<file path="src/rtl/mem_arbiter_if.sv">
// Bus bundle between the two requesters (inst, data), the arbiter and a
// single-port synchronous SRAM.
//   i_* / d_* : request (req, wr, wstrb, addr, wdata) and response (addr_ok, data_ok, rdata)
//   sram_*    : en, byte write enables, addr, wdata out; rdata back (1-cycle read latency)
// Modports: slave = arbiter view, master = requesters + SRAM view.
interface mem_arbiter_if;
  logic        i_req;
  logic        i_wr;
  logic [3:0]  i_wstrb;
  logic [31:0] i_addr;
  logic [31:0] i_wdata;
  logic        i_addr_ok;
  logic        i_data_ok;
  logic [31:0] i_rdata;

  logic        d_req;
  logic        d_wr;
  logic [3:0]  d_wstrb;
  logic [31:0] d_addr;
  logic [31:0] d_wdata;
  logic        d_addr_ok;
  logic        d_data_ok;
  logic [31:0] d_rdata;

  logic        sram_en;
  logic [3:0]  sram_wen;
  logic [31:0] sram_addr;
  logic [31:0] sram_wdata;
  logic [31:0] sram_rdata;

  modport slave (
    input  i_req, i_wr, i_wstrb, i_addr, i_wdata,
    output i_addr_ok, i_data_ok, i_rdata,
    input  d_req, d_wr, d_wstrb, d_addr, d_wdata,
    output d_addr_ok, d_data_ok, d_rdata,
    output sram_en, sram_wen, sram_addr, sram_wdata,
    input  sram_rdata
  );

  modport master (
    output i_req, i_wr, i_wstrb, i_addr, i_wdata,
    input  i_addr_ok, i_data_ok, i_rdata,
    output d_req, d_wr, d_wstrb, d_addr, d_wdata,
    input  d_addr_ok, d_data_ok, d_rdata,
    input  sram_en, sram_wen, sram_addr, sram_wdata,
    output sram_rdata
  );
endinterface

</file>
<file path="src/rtl/mem_arbiter.sv">
// Two-port (inst/data) arbiter in front of a single-port synchronous SRAM.
// One grant per cycle, combinational from requests and state. Data port has
// priority; inst port is forced to win after STARVE_LIMIT consecutive losses.
// Response (data_ok/rdata) comes exactly one cycle after the grant.
// Ports:
//   clk   : clock, rising edge
//   reset : synchronous active-high reset
//   bus   : mem_arbiter_if.slave (requester handshakes and SRAM port)
module mem_arbiter #(
  parameter int unsigned STARVE_LIMIT = 4
) (
  input logic          clk,
  input logic          reset,
  mem_arbiter_if.slave bus
);

  localparam int unsigned CntW = (STARVE_LIMIT < 1) ? 1 : $clog2(STARVE_LIMIT + 1);
  localparam logic [CntW-1:0] Limit = CntW'(STARVE_LIMIT);

  logic [CntW-1:0] starve_cnt_q, starve_cnt_d;
  logic            resp_valid_q, resp_valid_d;
  logic            resp_owner_q, resp_owner_d; // 0 = inst, 1 = data
  logic            resp_wr_q, resp_wr_d;

  logic i_gnt, d_gnt, force_i;

  always_comb begin
    i_gnt   = 1'b0;
    d_gnt   = 1'b0;
    force_i = bus.i_req && (starve_cnt_q == Limit);
    if (!reset) begin
      if (bus.d_req && !force_i) begin
        d_gnt = 1'b1;
      end else if (bus.i_req) begin
        i_gnt = 1'b1;
      end
    end
  end

  always_comb begin
    starve_cnt_d = '0;
    if (bus.i_req && !i_gnt) begin
      starve_cnt_d = (starve_cnt_q == Limit) ? Limit : starve_cnt_q + 1'b1;
    end

    resp_valid_d = i_gnt || d_gnt;
    resp_owner_d = resp_owner_q;
    resp_wr_d    = resp_wr_q;
    if (d_gnt) begin
      resp_owner_d = 1'b1;
      resp_wr_d    = bus.d_wr;
    end else if (i_gnt) begin
      resp_owner_d = 1'b0;
      resp_wr_d    = bus.i_wr;
    end
  end

  always_comb begin
    bus.sram_en    = 1'b0;
    bus.sram_wen   = 4'b0000;
    bus.sram_addr  = '0;
    bus.sram_wdata = '0;
    if (d_gnt) begin
      bus.sram_en    = 1'b1;
      bus.sram_wen   = bus.d_wr ? bus.d_wstrb : 4'b0000;
      bus.sram_addr  = bus.d_addr;
      bus.sram_wdata = bus.d_wdata;
    end else if (i_gnt) begin
      bus.sram_en    = 1'b1;
      bus.sram_wen   = bus.i_wr ? bus.i_wstrb : 4'b0000;
      bus.sram_addr  = bus.i_addr;
      bus.sram_wdata = bus.i_wdata;
    end
  end

  // Responses are masked during reset so a grant taken just before reset never completes.
  always_comb begin
    bus.i_addr_ok = i_gnt;
    bus.d_addr_ok = d_gnt;
    bus.i_data_ok = !reset && resp_valid_q && !resp_owner_q;
    bus.d_data_ok = !reset && resp_valid_q && resp_owner_q;
    bus.i_rdata   = (bus.i_data_ok && !resp_wr_q) ? bus.sram_rdata : '0;
    bus.d_rdata   = (bus.d_data_ok && !resp_wr_q) ? bus.sram_rdata : '0;
  end

  always_ff @(posedge clk) begin
    if (reset) begin
      starve_cnt_q <= '0;
      resp_valid_q <= 1'b0;
      resp_owner_q <= 1'b0;
      resp_wr_q    <= 1'b0;
    end else begin
      starve_cnt_q <= starve_cnt_d;
      resp_valid_q <= resp_valid_d;
      resp_owner_q <= resp_owner_d;
      resp_wr_q    <= resp_wr_d;
    end
  end

endmodule

</file>
<file path="src/flat_wrapper.sv">
// flat-port wrapper written by rule: the top's interface ports become plain ports
module mem_arbiter_flat 
#(
  parameter int unsigned STARVE_LIMIT = 4
)
  (clk, reset, bus_i_req, bus_i_wr, bus_i_wstrb, bus_i_addr, bus_i_wdata, bus_i_addr_ok, bus_i_data_ok, bus_i_rdata, bus_d_req, bus_d_wr, bus_d_wstrb, bus_d_addr, bus_d_wdata, bus_d_addr_ok, bus_d_data_ok, bus_d_rdata, bus_sram_en, bus_sram_wen, bus_sram_addr, bus_sram_wdata, bus_sram_rdata);
  mem_arbiter_if bus_i ();
  input logic clk;
  input logic reset;
  input wire logic [$bits(bus_i.i_req)-1:0] bus_i_req;
  input wire logic [$bits(bus_i.i_wr)-1:0] bus_i_wr;
  input wire logic [$bits(bus_i.i_wstrb)-1:0] bus_i_wstrb;
  input wire logic [$bits(bus_i.i_addr)-1:0] bus_i_addr;
  input wire logic [$bits(bus_i.i_wdata)-1:0] bus_i_wdata;
  output wire logic [$bits(bus_i.i_addr_ok)-1:0] bus_i_addr_ok;
  output wire logic [$bits(bus_i.i_data_ok)-1:0] bus_i_data_ok;
  output wire logic [$bits(bus_i.i_rdata)-1:0] bus_i_rdata;
  input wire logic [$bits(bus_i.d_req)-1:0] bus_d_req;
  input wire logic [$bits(bus_i.d_wr)-1:0] bus_d_wr;
  input wire logic [$bits(bus_i.d_wstrb)-1:0] bus_d_wstrb;
  input wire logic [$bits(bus_i.d_addr)-1:0] bus_d_addr;
  input wire logic [$bits(bus_i.d_wdata)-1:0] bus_d_wdata;
  output wire logic [$bits(bus_i.d_addr_ok)-1:0] bus_d_addr_ok;
  output wire logic [$bits(bus_i.d_data_ok)-1:0] bus_d_data_ok;
  output wire logic [$bits(bus_i.d_rdata)-1:0] bus_d_rdata;
  output wire logic [$bits(bus_i.sram_en)-1:0] bus_sram_en;
  output wire logic [$bits(bus_i.sram_wen)-1:0] bus_sram_wen;
  output wire logic [$bits(bus_i.sram_addr)-1:0] bus_sram_addr;
  output wire logic [$bits(bus_i.sram_wdata)-1:0] bus_sram_wdata;
  input wire logic [$bits(bus_i.sram_rdata)-1:0] bus_sram_rdata;
  assign bus_i.i_req = bus_i_req;
  assign bus_i.i_wr = bus_i_wr;
  assign bus_i.i_wstrb = bus_i_wstrb;
  assign bus_i.i_addr = bus_i_addr;
  assign bus_i.i_wdata = bus_i_wdata;
  assign bus_i_addr_ok = bus_i.i_addr_ok;
  assign bus_i_data_ok = bus_i.i_data_ok;
  assign bus_i_rdata = bus_i.i_rdata;
  assign bus_i.d_req = bus_d_req;
  assign bus_i.d_wr = bus_d_wr;
  assign bus_i.d_wstrb = bus_d_wstrb;
  assign bus_i.d_addr = bus_d_addr;
  assign bus_i.d_wdata = bus_d_wdata;
  assign bus_d_addr_ok = bus_i.d_addr_ok;
  assign bus_d_data_ok = bus_i.d_data_ok;
  assign bus_d_rdata = bus_i.d_rdata;
  assign bus_sram_en = bus_i.sram_en;
  assign bus_sram_wen = bus_i.sram_wen;
  assign bus_sram_addr = bus_i.sram_addr;
  assign bus_sram_wdata = bus_i.sram_wdata;
  assign bus_i.sram_rdata = bus_sram_rdata;
  mem_arbiter #(.STARVE_LIMIT(STARVE_LIMIT)) u_core (.clk(clk), .reset(reset), .bus(bus_i));
endmodule
</file>
<file path="config.mk">
export PLATFORM = sky130hd
export DESIGN_NAME = mem_arbiter_flat
export DESIGN_NICKNAME = d
export VERILOG_FILES = /design/src/rtl/mem_arbiter_if.sv /design/src/rtl/mem_arbiter.sv /design/src/flat_wrapper.sv
export SDC_FILE = /design/constraint.sdc
export NUM_CORES = 1
export LEC_CHECK = 0
export BUFFER_PORTS_ARGS = -buffer_cell sky130_fd_sc_hd__buf_2
export CAP_MARGIN = 20
export CELL_PAD_IN_SITES_DETAIL_PLACEMENT = 0
export CELL_PAD_IN_SITES_GLOBAL_PLACEMENT = 1
export CORE_MARGIN = 4
export CORE_UTILIZATION = 12
export DETAILED_ROUTE_END_ITERATION = 8
export GPL_TIMING_DRIVEN = 1
export HOLD_SLACK_MARGIN = 0.15
export PLACE_DENSITY_LB_ADDON = 0.1
export SLEW_MARGIN = 20
export SYNTH_ARGS = -nofsm -noshare
export SYNTH_HDL_FRONTEND = slang
export SYNTH_SLANG_ARGS = --single-unit
</file>
<file path="constraint.sdc">
create_clock -name clk -period 1.5 [get_ports clk]
set_input_delay 0.15 -clock clk [delete_from_list [all_inputs] [get_ports clk]]
set_output_delay 0.15 -clock clk [all_outputs]
set_load 0.1 [all_outputs]
</file>
==> impl_metrics.py <==
metrics = {
    "synthesis": {
        "synthCells": 185,
        "synth_top_cell_area_share_pct": 37.4,
        "netlist_top_cells_count": "64 x a22o_1, 64 x and2_1, 9 x buf_6",
        "synth_area_per_cell_um2": 8.10,
        "synth.distinct_cells": 26,
        "synth_top_flop_cell": "dfxtp_1",
        "ys_seq_area_share_pct": 8.01,
        "syn_nets": 361,
        "synthTopCellsByArea": "a22o_1 37%, and2_1 27%, dfxtp_1 8.0%, buf_6 6.8%, a32o_1 2.7%",
        "ys_warn_count": 0,
        "syn_area_mm2": 0.00150,
        "synth_top_area_cell": "a22o_1",
        "synth_edf_count": 0,
        "async_flop_share_pct": 0,
        "ys_ff_latch": 6,
    },
    "timing": {
        "hold_viol": 0,
        "period_needed_ns": 1.86,
        "setup_ws_ns": -0.356,
        "fin_skew_ns": 0.000831,
        "max_slew_margin_pct": 80.0,
        "slew_violations": 0,
        "fmax_mhz": 539,
        "setup_viol": 137,
        "tightest_slew_ns": 0.296,
        "finalCritPeriodShare_pct": 124,
        "tns_ns": -30.77,
        "rsz0062_at_grt": "true",
    },
    "finish": {
        "fill_cells": 1013,
        "fin_area_mm2": 0.00689,
        "drive_above_1_share_pct": 97.4,
        "final_nets": 708,
        "instances_no_fill": 699,
        "syn2layout_area_growth_pct": 360,
    },
    "cts": {
        "cts_tree": "yes",
        "cts_buffers": 3,
        "cts_sinks": 6,
        "clk_pin_slew_worst_paths_ns": 0.03,
        "worstSkewPairLatency_ns": 0.23,
        "htree_levels": 1,
        "cts.hold.buffers_added": 0,
        "cts_max_path_buffers": 2,
        "root_buffer": "clkbuf_16",
    },
    "grt": {
        "grt_pass1_vias": 3194,
        "grt.total_usage_pct": 17.3,
        "grt_pass1_wl_um": 19200,
        "grt_max_degree": 17,
        "globalRouteOverflowTotal": 0,
        "antenna_found_initial": 1,
    },
    "worst_setup_path": {
        "startpoint_type": "flop",
        "arrival_ns": 1.71,
        "r2r_slack_ns": -0.06,
        "worstSetupPathType": "reg -> out",
        "path_max_fanout": 6,
        "worstSetupEndpointType": "output port",
        "worstPathRequired_ns": 1.35,
    },
    "drt": {
        "wl_um": 13400,
        "antenna_left": 0,
        "vias_per_cell": 4.16,
        "vias": 2908,
        "wl_per_cell_um": 19.2,
        "drc": 0,
        "dr.pass1.iters": 4,
        "drt_iter0_markers": 32,
    },
    "job": {
        "maxCapViolations": 0,
    },
    "placed_design": {
        "placed_area_mm2": 0.00614,
        "gp_congestion": 0.791,
        "hpwlAfterDp_um": 10800,
        "placed_cells": 658,
        "io_buffers": 310,
    },
    "status": {
        "outcome": "complete, but fails checks",
        "violations": "setup timing",
    },
    "hold_path": {
        "hold_path.class": "in -> reg",
    },
    "floorplan": {
        "boundaryPins": 311,
        "die_h_um": 120,
        "die_area_mm2": 0.0143,
        "core_region_area_mm2": 0.0121,
        "fp-row-count": 40,
        "floorplan.initialDensity_pct": 12.4,
        "die-width_um": 120,
    },
    "pwr": {
        "peakVddDrop_v": 0.000322,
        "finalPower_mw": 3.43,
        "powerDensity_mw_per_mm2": 497,
        "p_leak_nw": 3.30,
    },
}
-- power breakdown --
| part | leakage (nW) | internal [mW] | switching (mW) |
|---|---|---|---|
| clock network | 0.0370 | 0.342 | 0.0912 |
| registers | 0.0514 | 0.168 | 0.00563 |
| logic | 3.21 | 1.18 | 1.64 |
| total | 3.30 | 1.69 | 1.74 |
-- final cells by class --
type / instances / area (um2) / area share (%)
timing repair buffer: 363 / 4450 / 64.5
sequential: 6 / 128 / 1.85
antenna: 1 / 2.50 / 0.0363
tap: 168 / 210 / 3.05
inverter: 3 / 11.3 / 0.163
clock buffer: 3 / 75.1 / 1.09
multi-input combinational: 155 / 2020 / 29.3
-- state kept, by name, summed over array words and instances (netlist names) --
name,cells
u_core.starve_cnt_q,3
u_core.resp_owner_q,1
u_core.resp_valid_q,1
u_core.resp_wr_q,1
-- layer usage --
metal | global-route usage, % | share of wire, % | vias up
met1 | 16.3 | 32 | 1328
met5 | 0 | 0 | -
met4 | 5.15 | 2.1 | 0
li1 | - | - | 1391
met3 | 4.67 | 8.4 | 17
met2 | 35.7 | 58 | 172
-- layout by cell type (no fill, tap or decap), types with 2 or more instances in the layout --
master     Yosys  layout
buf_8          0       2
buf_12         0     149
buf_2          6     173
buf_6          9      14
and2_4         0      64
dfxtp_2        0       3
buf_16         0       6
a32o_4         0       4
inv_2          0       2
buf_4          0      13
dfxtp_1        6       2
nor2_1         4       3
clkbuf_16      0       9
and2b_4        0       2
a22o_4         0      64
-- final timing paths --
path | start | depth (start not counted) | endpoint
max | u_core.starve_cnt_q[0] | 9 | bus_sram_wdata[21]
max reg2reg | u_core.starve_cnt_q[0] | 8 | u_core.starve_cnt_q[2]
min reg2reg | u_core.resp_owner_q | 2 | u_core.resp_owner_q
min | bus_i_req | 2 | u_core.starve_cnt_q[2]
-- kinds of logic (layout without fill, tap and decap cells) --
family	count (synthesis)	count (layout)	synth area share, %
AOI/OAI and AO/OA	74	74	45.4
other	0	1	0
DFF	6	6	8.01
buffers and inverters	24	369	11.3
adders and majority gates	2	2	1.67
and+or+nand+nor	79	79	33.6
-- metrics by stage --
step | setup WS, ns | hold slack (ns) | utilization (%)
after floorplan | -0.612 | 0.222 | -
final | -0.356 | 0.223 | 56.9
after detailed placement | -0.150 | 0.469 | 50.7
after global routing | -0.415 | 0.232 | 56.9
after CTS | -0.375 | 0.226 | 56.1
after global placement | -0.123 | 0.468 | 50.7
-- what timing repair did --
action,in CTS,in global routing
cloned,12,6
pin swaps,4,39
resized for setup,41,9
setup buffers,22,6
setup endpoints to repair,134,139
endpoints found under the hold margin,0,0
-- critical path, cell delays in order (launching register included) --
cell and delay, ns:
dfxtp_2 0.32, inv_2 0.05, ha_4 0.17, nand2_4 0.07, a21oi_4 0.05, buf_8 0.15
buf_12 0.13, buf_12 0.13, a22o_4 0.22, buf_12 0.16
No activity file was read; power rests on OpenSTA's default activity.
